**config.mk**
```make
export PLATFORM = sky130hd
export DESIGN_NAME = matrix_3x3_gen_8bit
export DESIGN_NICKNAME = d
export VERILOG_FILES = /design/src/rtl/vip_pkg.sv /design/src/rtl/window_row_shift_8bit.sv /design/src/rtl/matrix_3x3_gen_8bit.sv
export SDC_FILE = /design/constraint.sdc
export NUM_CORES = 1
export LEC_CHECK = 0
export BUFFER_PORTS_ARGS = -buffer_cell sky130_fd_sc_hd__buf_4
export CORE_ASPECT_RATIO = 1.1
export CORE_MARGIN = 5
export CORE_UTILIZATION = 55
export DETAILED_ROUTE_END_ITERATION = 10
export GPL_TIMING_DRIVEN = 0
export PLACE_DENSITY_LB_ADDON = 0.08
export SLEW_MARGIN = 0
export SYNTH_ARGS = -nofsm -noshare
export SYNTH_HDL_FRONTEND = slang
export SYNTH_SLANG_ARGS = --single-unit
export TNS_END_PERCENT = 30
```
**constraint.sdc**
```tcl
create_clock -name clock -period 5.2 [get_ports clock]
set_clock_uncertainty 0.1 [all_clocks]
set_input_delay 1.04 -clock clock [delete_from_list [all_inputs] [get_ports clock]]
set_output_delay 1.04 -clock clock [all_outputs]
set_load 0.02 [all_outputs]
```
**src/rtl/vip_pkg.sv**
```systemverilog
// Shared constants and types for the video preprocessing chain.
// Frame geometry defaults, pixel width and window column type.
package vip_pkg;
    localparam int IMG_H_DISP_DFLT = 640;
    localparam int IMG_V_DISP_DFLT = 480;
    localparam int CNT_W_DFLT      = 11;
    localparam int PIX_W           = 8;
    localparam int WIN_ROWS        = 3;

    // One incoming window column, top (line n-2) to bottom (line n).
    typedef struct packed {
        logic [PIX_W-1:0] r1;
        logic [PIX_W-1:0] r2;
        logic [PIX_W-1:0] y;
    } win_col_t;
endpackage

```
**src/rtl/window_row_shift_8bit.sv**
```systemverilog
// One row of the 3x3 window: three pixel registers shifting left on enable.
// px1 is the oldest column, px3 the newest.
module window_row_shift_8bit
    import vip_pkg::*;
(
    input  logic             clock,
    input  logic             reset,
    input  logic             en,
    input  logic [PIX_W-1:0] din,
    output logic [PIX_W-1:0] px1,
    output logic [PIX_W-1:0] px2,
    output logic [PIX_W-1:0] px3
);
    always_ff @(posedge clock) begin
        if (reset) begin
            px1 <= '0;
            px2 <= '0;
            px3 <= '0;
        end else if (en) begin
            px1 <= px2;
            px2 <= px3;
            px3 <= din;
        end
    end
endmodule

```
**src/rtl/matrix_3x3_gen_8bit.sv**
```systemverilog
// Builds a registered 3x3 pixel window from the current line and two line taps,
// tracks row/column position for border flagging and delays the syncs by 1 cycle.
module matrix_3x3_gen_8bit
    import vip_pkg::*;
#(
    parameter int IMG_H_DISP = IMG_H_DISP_DFLT,
    parameter int IMG_V_DISP = IMG_V_DISP_DFLT,
    parameter int CNT_W      = CNT_W_DFLT
) (
    input  logic             clock,
    input  logic             reset,
    input  logic             per_frame_vsync,
    input  logic             per_frame_href,
    input  logic             per_frame_clken,
    input  logic [PIX_W-1:0] per_img_y,
    input  logic [PIX_W-1:0] row1_data,
    input  logic [PIX_W-1:0] row2_data,
    output logic             matrix_frame_vsync,
    output logic             matrix_frame_href,
    output logic             matrix_frame_clken,
    output logic [PIX_W-1:0] matrix_p11,
    output logic [PIX_W-1:0] matrix_p12,
    output logic [PIX_W-1:0] matrix_p13,
    output logic [PIX_W-1:0] matrix_p21,
    output logic [PIX_W-1:0] matrix_p22,
    output logic [PIX_W-1:0] matrix_p23,
    output logic [PIX_W-1:0] matrix_p31,
    output logic [PIX_W-1:0] matrix_p32,
    output logic [PIX_W-1:0] matrix_p33,
    output logic             matrix_border,
    output logic             line_len_err
);
    localparam logic [CNT_W-1:0] H_MAX = CNT_W'(IMG_H_DISP);
    localparam logic [CNT_W-1:0] V_MAX = CNT_W'(IMG_V_DISP);
    localparam logic [CNT_W-1:0] TWO   = CNT_W'(2);

    logic                                accept;
    logic                                vsync_rise;
    logic                                href_fall;
    logic [CNT_W-1:0]                    col_cnt;
    logic [CNT_W-1:0]                    row_cnt;
    win_col_t                            new_col;
    logic [WIN_ROWS-1:0][PIX_W-1:0]      row_din;
    logic [WIN_ROWS-1:0][PIX_W-1:0]      row_px1;
    logic [WIN_ROWS-1:0][PIX_W-1:0]      row_px2;
    logic [WIN_ROWS-1:0][PIX_W-1:0]      row_px3;

    assign accept     = per_frame_clken & per_frame_href;
    // The delayed syncs double as the previous-cycle samples for edge detection.
    assign vsync_rise = per_frame_vsync & ~matrix_frame_vsync;
    assign href_fall  = ~per_frame_href & matrix_frame_href;

    assign new_col = '{r1: row1_data, r2: row2_data, y: per_img_y};
    assign row_din = {new_col.y, new_col.r2, new_col.r1};

    for (genvar i = 0; i < WIN_ROWS; i++) begin : g_row
        window_row_shift_8bit u_row (
            .clock (clock),
            .reset (reset),
            .en    (accept),
            .din   (row_din[i]),
            .px1   (row_px1[i]),
            .px2   (row_px2[i]),
            .px3   (row_px3[i])
        );
    end

    assign matrix_p11 = row_px1[0];
    assign matrix_p12 = row_px2[0];
    assign matrix_p13 = row_px3[0];
    assign matrix_p21 = row_px1[1];
    assign matrix_p22 = row_px2[1];
    assign matrix_p23 = row_px3[1];
    assign matrix_p31 = row_px1[2];
    assign matrix_p32 = row_px2[2];
    assign matrix_p33 = row_px3[2];

    always_ff @(posedge clock) begin
        if (reset) begin
            matrix_frame_vsync <= 1'b0;
            matrix_frame_href  <= 1'b0;
            matrix_frame_clken <= 1'b0;
        end else begin
            matrix_frame_vsync <= per_frame_vsync;
            matrix_frame_href  <= per_frame_href;
            matrix_frame_clken <= per_frame_clken;
        end
    end

    always_ff @(posedge clock) begin
        if (reset || !per_frame_href)
            col_cnt <= '0;
        else if (accept && col_cnt != H_MAX)
            col_cnt <= col_cnt + 1'b1;
    end

    // Clear on vsync rise takes priority over a coincident href fall.
    always_ff @(posedge clock) begin
        if (reset || vsync_rise)
            row_cnt <= '0;
        else if (href_fall && row_cnt != V_MAX)
            row_cnt <= row_cnt + 1'b1;
    end

    always_ff @(posedge clock) begin
        if (reset || vsync_rise)
            line_len_err <= 1'b0;
        else if (accept && col_cnt == H_MAX)
            line_len_err <= 1'b1;
    end

    always_ff @(posedge clock) begin
        if (reset)
            matrix_border <= 1'b0;
        else
            matrix_border <= accept && (row_cnt < TWO || col_cnt < TWO);
    end
endmodule
```
After elaboration in Yosys (flattened, before gate mapping)
Cells that the tools add are included.

storage, ports and cells
  word-level logic and storage cells = 36
  flip-flop bits (word level) = 99

operators by class
  reductions and logical operators = 8
  bitwise gates (word level) = 5
  add/subtract/negate cells = 2
  $lt $le $gt $ge = 2
  eq/ne operators = 3

operator list
  kind                                                          count
  adder 11 x 1 -> 11 bit (second input constant)                2
  less-than comparator 11 x 2 -> 1 bit (second input constant)  2
  == test 11 x 10 -> 1 bit (second input constant)              1
  != test 11 x 10 -> 1 bit (second input constant)              1
  != test 11 x 9 -> 1 bit (second input constant)               1
  logical AND 1 bit                                             4
  AND 1 bit                                                     3
  logical OR 1 bit                                              3
  inverter 1 bit                                                2
  zero test 1 bit                                               1

Longest topological paths before layout
  word-level depth = 3
  gate-level depth with buffers = 6

By module
From an unflattened synthesis, not the netlist that was laid out.

second synthesis, totals
  cells, all modules = 377
  area, all modules = 3,881.2 sq um

by module, submodules not included
  module                 area each (sq um)  cells an instance  instances
  window_row_shift_8bit  869.6              77                 3
  matrix_3x3_gen_8bit    1,272.5            146                1

Worst setup path after synthesis
OpenSTA, ideal clock, no wires.

  path kind = in2reg
  start point = input port per_frame_href
  end point = register row_cnt[10]
  arrival time = 1.962 ns
  path slack = 3.067 ns
  cell stages on the path = 4
  setup time = 0.071 ns
  data required time = 5.029 ns
  cell sequence = and4b_1 -> nand4_1 -> or3_1 -> a21oi_1

on the way
  cells in the longest elaborated chain, start to end = 3

RTL lines
  element               RTL line                    source
  start, declared       matrix_3x3_gen_8bit.sv:13   input logic per_frame_href,
  inverter 1 bit        matrix_3x3_gen_8bit.sv:51   assign href_fall = ~per_frame_href & matrix_frame_href;
  AND 1 bit             matrix_3x3_gen_8bit.sv:51
  logical AND 1 bit     matrix_3x3_gen_8bit.sv:101  else if (href_fall && row_cnt != V_MAX)
  end signal, assigned  matrix_3x3_gen_8bit.sv:102  row_cnt <= row_cnt + 1'b1;
  end, declared         matrix_3x3_gen_8bit.sv:41   logic [CNT_W-1:0] row_cnt;

No other way between the ends.
A chain may end at the register's enable or synchronous reset.

Final worst setup path
  start point = input port per_frame_href
  end point = register g_row[1].u_row.px3[5]

on the way
  cells in the longest elaborated chain, start to end = 1

RTL lines
  element               RTL line                     source
  AND 1 bit             matrix_3x3_gen_8bit.sv:48    assign accept = per_frame_clken & per_frame_href;
  end signal, assigned  window_row_shift_8bit.sv:22  px3 <= din;
  end, declared         window_row_shift_8bit.sv:12  output logic [PIX_W-1:0] px3

No other way between the ends.

==> key figures <==
Power
  • Pleak: between 1.5 and 2 nW
  • Cell Int Power: between 1 and 1.5 mW
  • Sw Share: 23.7%
  • Psw: 338 uW
  • Combinational cell fraction of total power: under 10%
  • Clk network pwr share: a little under two fifths
  • Worst vdd ir: ~0.00024 V
  • Power consumption: 1.43 mW
  • Seq pwr share: a little over half
  • PwrDens: 298 nW/um^2

Job
  • Maxcap violations: 0

Routing
  • Final wirelength: roughly 9200 microns
  • Wire length per cell: 14.1 microns
  • DR iter-0 viols: ~150
  • ANT nets after route: 0
  • Via count: about 3400
  • DR pass1 iterations: 4
  • Vias per cell: slightly above 5
  • Residual DRC: 0

Synthesis
  • Synth Register Bits: roughly 100
  • Synth async-reset ratio: 0%
  • Post-synth net total: 487
  • Synthesized area: ~3700 sq um
  • Sequential area share after synthesis: a little over half
  • Synth area leader: dfxtp_1
  • Average cell area after synthesis: 8.11 sq um
  • Top-area cell type share of the netlist area: 53.9%
  • EDFF count, synth: 0
  • Synth top area cells: dfxtp_1 (54%), nand2_1 (16%), a21oi_1 (11%)
  • Syn. warnings: 0
  • Synth unique cells: 33
  • Post-synth top flop: dfxtp_1
  • Synth Instances: 454

Place
  • GP Congestion: between 0.8 and 0.9
  • Cell Area, Placed: around 4600 sq um
  • Port buffer count: 104
  • Detailed Place HPWL: about 6700 microns

Timing
  • Final setup violation count: 0
  • Setup_tns: 0 ps
  • Worst slew margin: 60.5%
  • RSZ-0062 raised after global routing: false
  • Final slew viol count: 0
  • Period utilisation layout: a little over two fifths
  • Final min period: between 2000 and 2500 ps
  • Fmax: about 0.44 GHz
  • Hold Fails Final Rpt: 0
  • Measured slew at the worst slew-check pin: 592 ps

Clock network
  • Total setup buffers inserted after CTS: 0
  • CTS Buf Count: 9
  • CTS root buffer: clkbuf_8
  • CTS H-tree depth: 3
  • CTS tree: done
  • Clk slew on worst S/H paths: 100 ps
  • # resized after CTS: 0
  • Clk sink count: a little under 100
  • Hold Buf Count CTS: 0
  • Worst-skew pair later-pin latency: ~350 ps
  • Clk buf depth: 2

Critical path
  • Reg2reg setup slack: roughly 3300 ps
  • Crit path DAT: between 2000 and 2500 ps
  • Element type at the critical path end: flop
  • Crit path kind: input pin to flop
  • Worst EP required: roughly 5400 ps
  • Critical Path Start Type: input pin
  • Crit path max fanout: 10

Layout
  • Commonest non-fill, non-tap cells in the layout: nand2_1 (152), buf_4 (104), dfxtp_1 (99)
  • Finished Cell Area: ~4800 sq um
  • Commonest non-fill, non-tap cell in the layout: nand2_1
  • Layout cells sized above 1: between 20% and 30%
  • Ant. Diodes: 0
  • Syn-to-layout area delta: 29.9%
  • # nets final: around 600

Run status
  • Status: finished, final reports clean

Global routing
  • Vias in the first global route: ~3300
  • Gr ovfl total: 0
  • Initial antenna violation count: 0
  • Gr usage total: between 20 and 25%
  • Largest net degree at the start of global routing: 17
  • First-pass GRT wire length: about 15000 microns

Floorplan
  • Core Region: ~6600 sq um
  • Die Footprint: roughly 8400 sq um
  • Die Ht: around 96 microns
  • Die width: ~90 microns
  • Row count: 31
  • IO Count: approximately 110
  • Initial core utilization: between 50 and 60%

Hold path
  • Hold Crit Class: flop to flop
## power by group through the flow
| stage | Combinational [mW] | Sequential [mW] | Clock [mW] |
|---|---|---|---|
| final | 0.116 | 0.784 | 0.527 |
| after CTS | 0.117 | 0.784 | 0.536 |
| after floorplan | 0.0446 | 0.816 | 0 |
| after global placement | 0.116 | 0.801 | 0 |
| after global routing | 0.129 | 0.786 | 0.571 |
| after detailed placement | 0.117 | 0.801 | 0 |
## flip-flops by register name, summed over array words and instances (netlist names)
signal and flops:
col_cnt 11, g_row.u_row.px1 24, g_row.u_row.px2 24, g_row.u_row.px3 24, line_len_err 1, matrix_border 1
matrix_frame_clken 1, matrix_frame_href 1, matrix_frame_vsync 1, row_cnt 11
## per-layer routing
layer / up-vias / GRT usage, % / wire [microns]
met1: 1553 / 26.2 / 3890
met5: - / 0 / 0
li1: 1740 / - / -
met2: 83 / 40.0 / 4600
met4: 0 / 7.67 / 112
met3: 11 / 6.34 / 631
## worst max-delay path, stage by stage
cell	delay (ps)
buf_4	130
and2_1	170
clkbuf_1	420
clkbuf_1	460
nand2_1	110
a21oi_1	130
## metrics by stage
stage	util, %	instances	hold slack (ps)	worst slack [ps]
6_report	72.9	656	363	2920
5_1_grt	72.9	656	392	2690
4_1_cts	72.9	656	364	2900
3_5_place_dp	69.6	640	351	2540
3_3_place_gp	69.6	640	342	2560
2_1_floorplan	-	454	362	3070
## worst paths after layout
path,start,end,depth (start not counted)
worst max-delay path,per_frame_href,g_row[1].u_row.px3[5],6
worst min-delay path,g_row[1].u_row.px1[4],g_row[1].u_row.px1[4],2
worst min register to register,g_row[1].u_row.px1[4],g_row[1].u_row.px1[4],2
worst max register to register,col_cnt[0],col_cnt[2],6
## synth_stat cells (3+ instances only)
cell type / n
a21oi_1: 79
buf_1: 5
clkbuf_1: 22
dfxtp_1: 99
ha_1: 4
inv_1: 7
nand2_1: 152
nand3_1: 8
nand4_1: 7
nor2_1: 15
nor2b_1: 3
nor3_1: 3
nor4_1: 3
o21ai_0: 5
or3_1: 5
xnor2_1: 3
xor2_1: 10
## layout make-up
cell class,instances,area [sq um]
plain buffers,27,101
clock buffers,10,128
clock inverters,6,90.1
fillers,567,1770
inverters,7,26.3
multi-input cells,321,1570
flip-flops and latches,99,1980
well taps,82,103
repair buffers,104,781
## kinds of logic (layout without fill, tap and decap cells)
logic type	after synthesis	after routing	synth area share (%)
xor gates and xnor gates	13	13	3.09
buffers and inverters	34	154	3.47
and+or+nand+nor	211	211	24.8
AOI/OAI and AO/OA	93	93	13.4
adders and majority gates	4	4	1.36
DFF	99	99	53.9
Power figures use the tool's default switching activity.
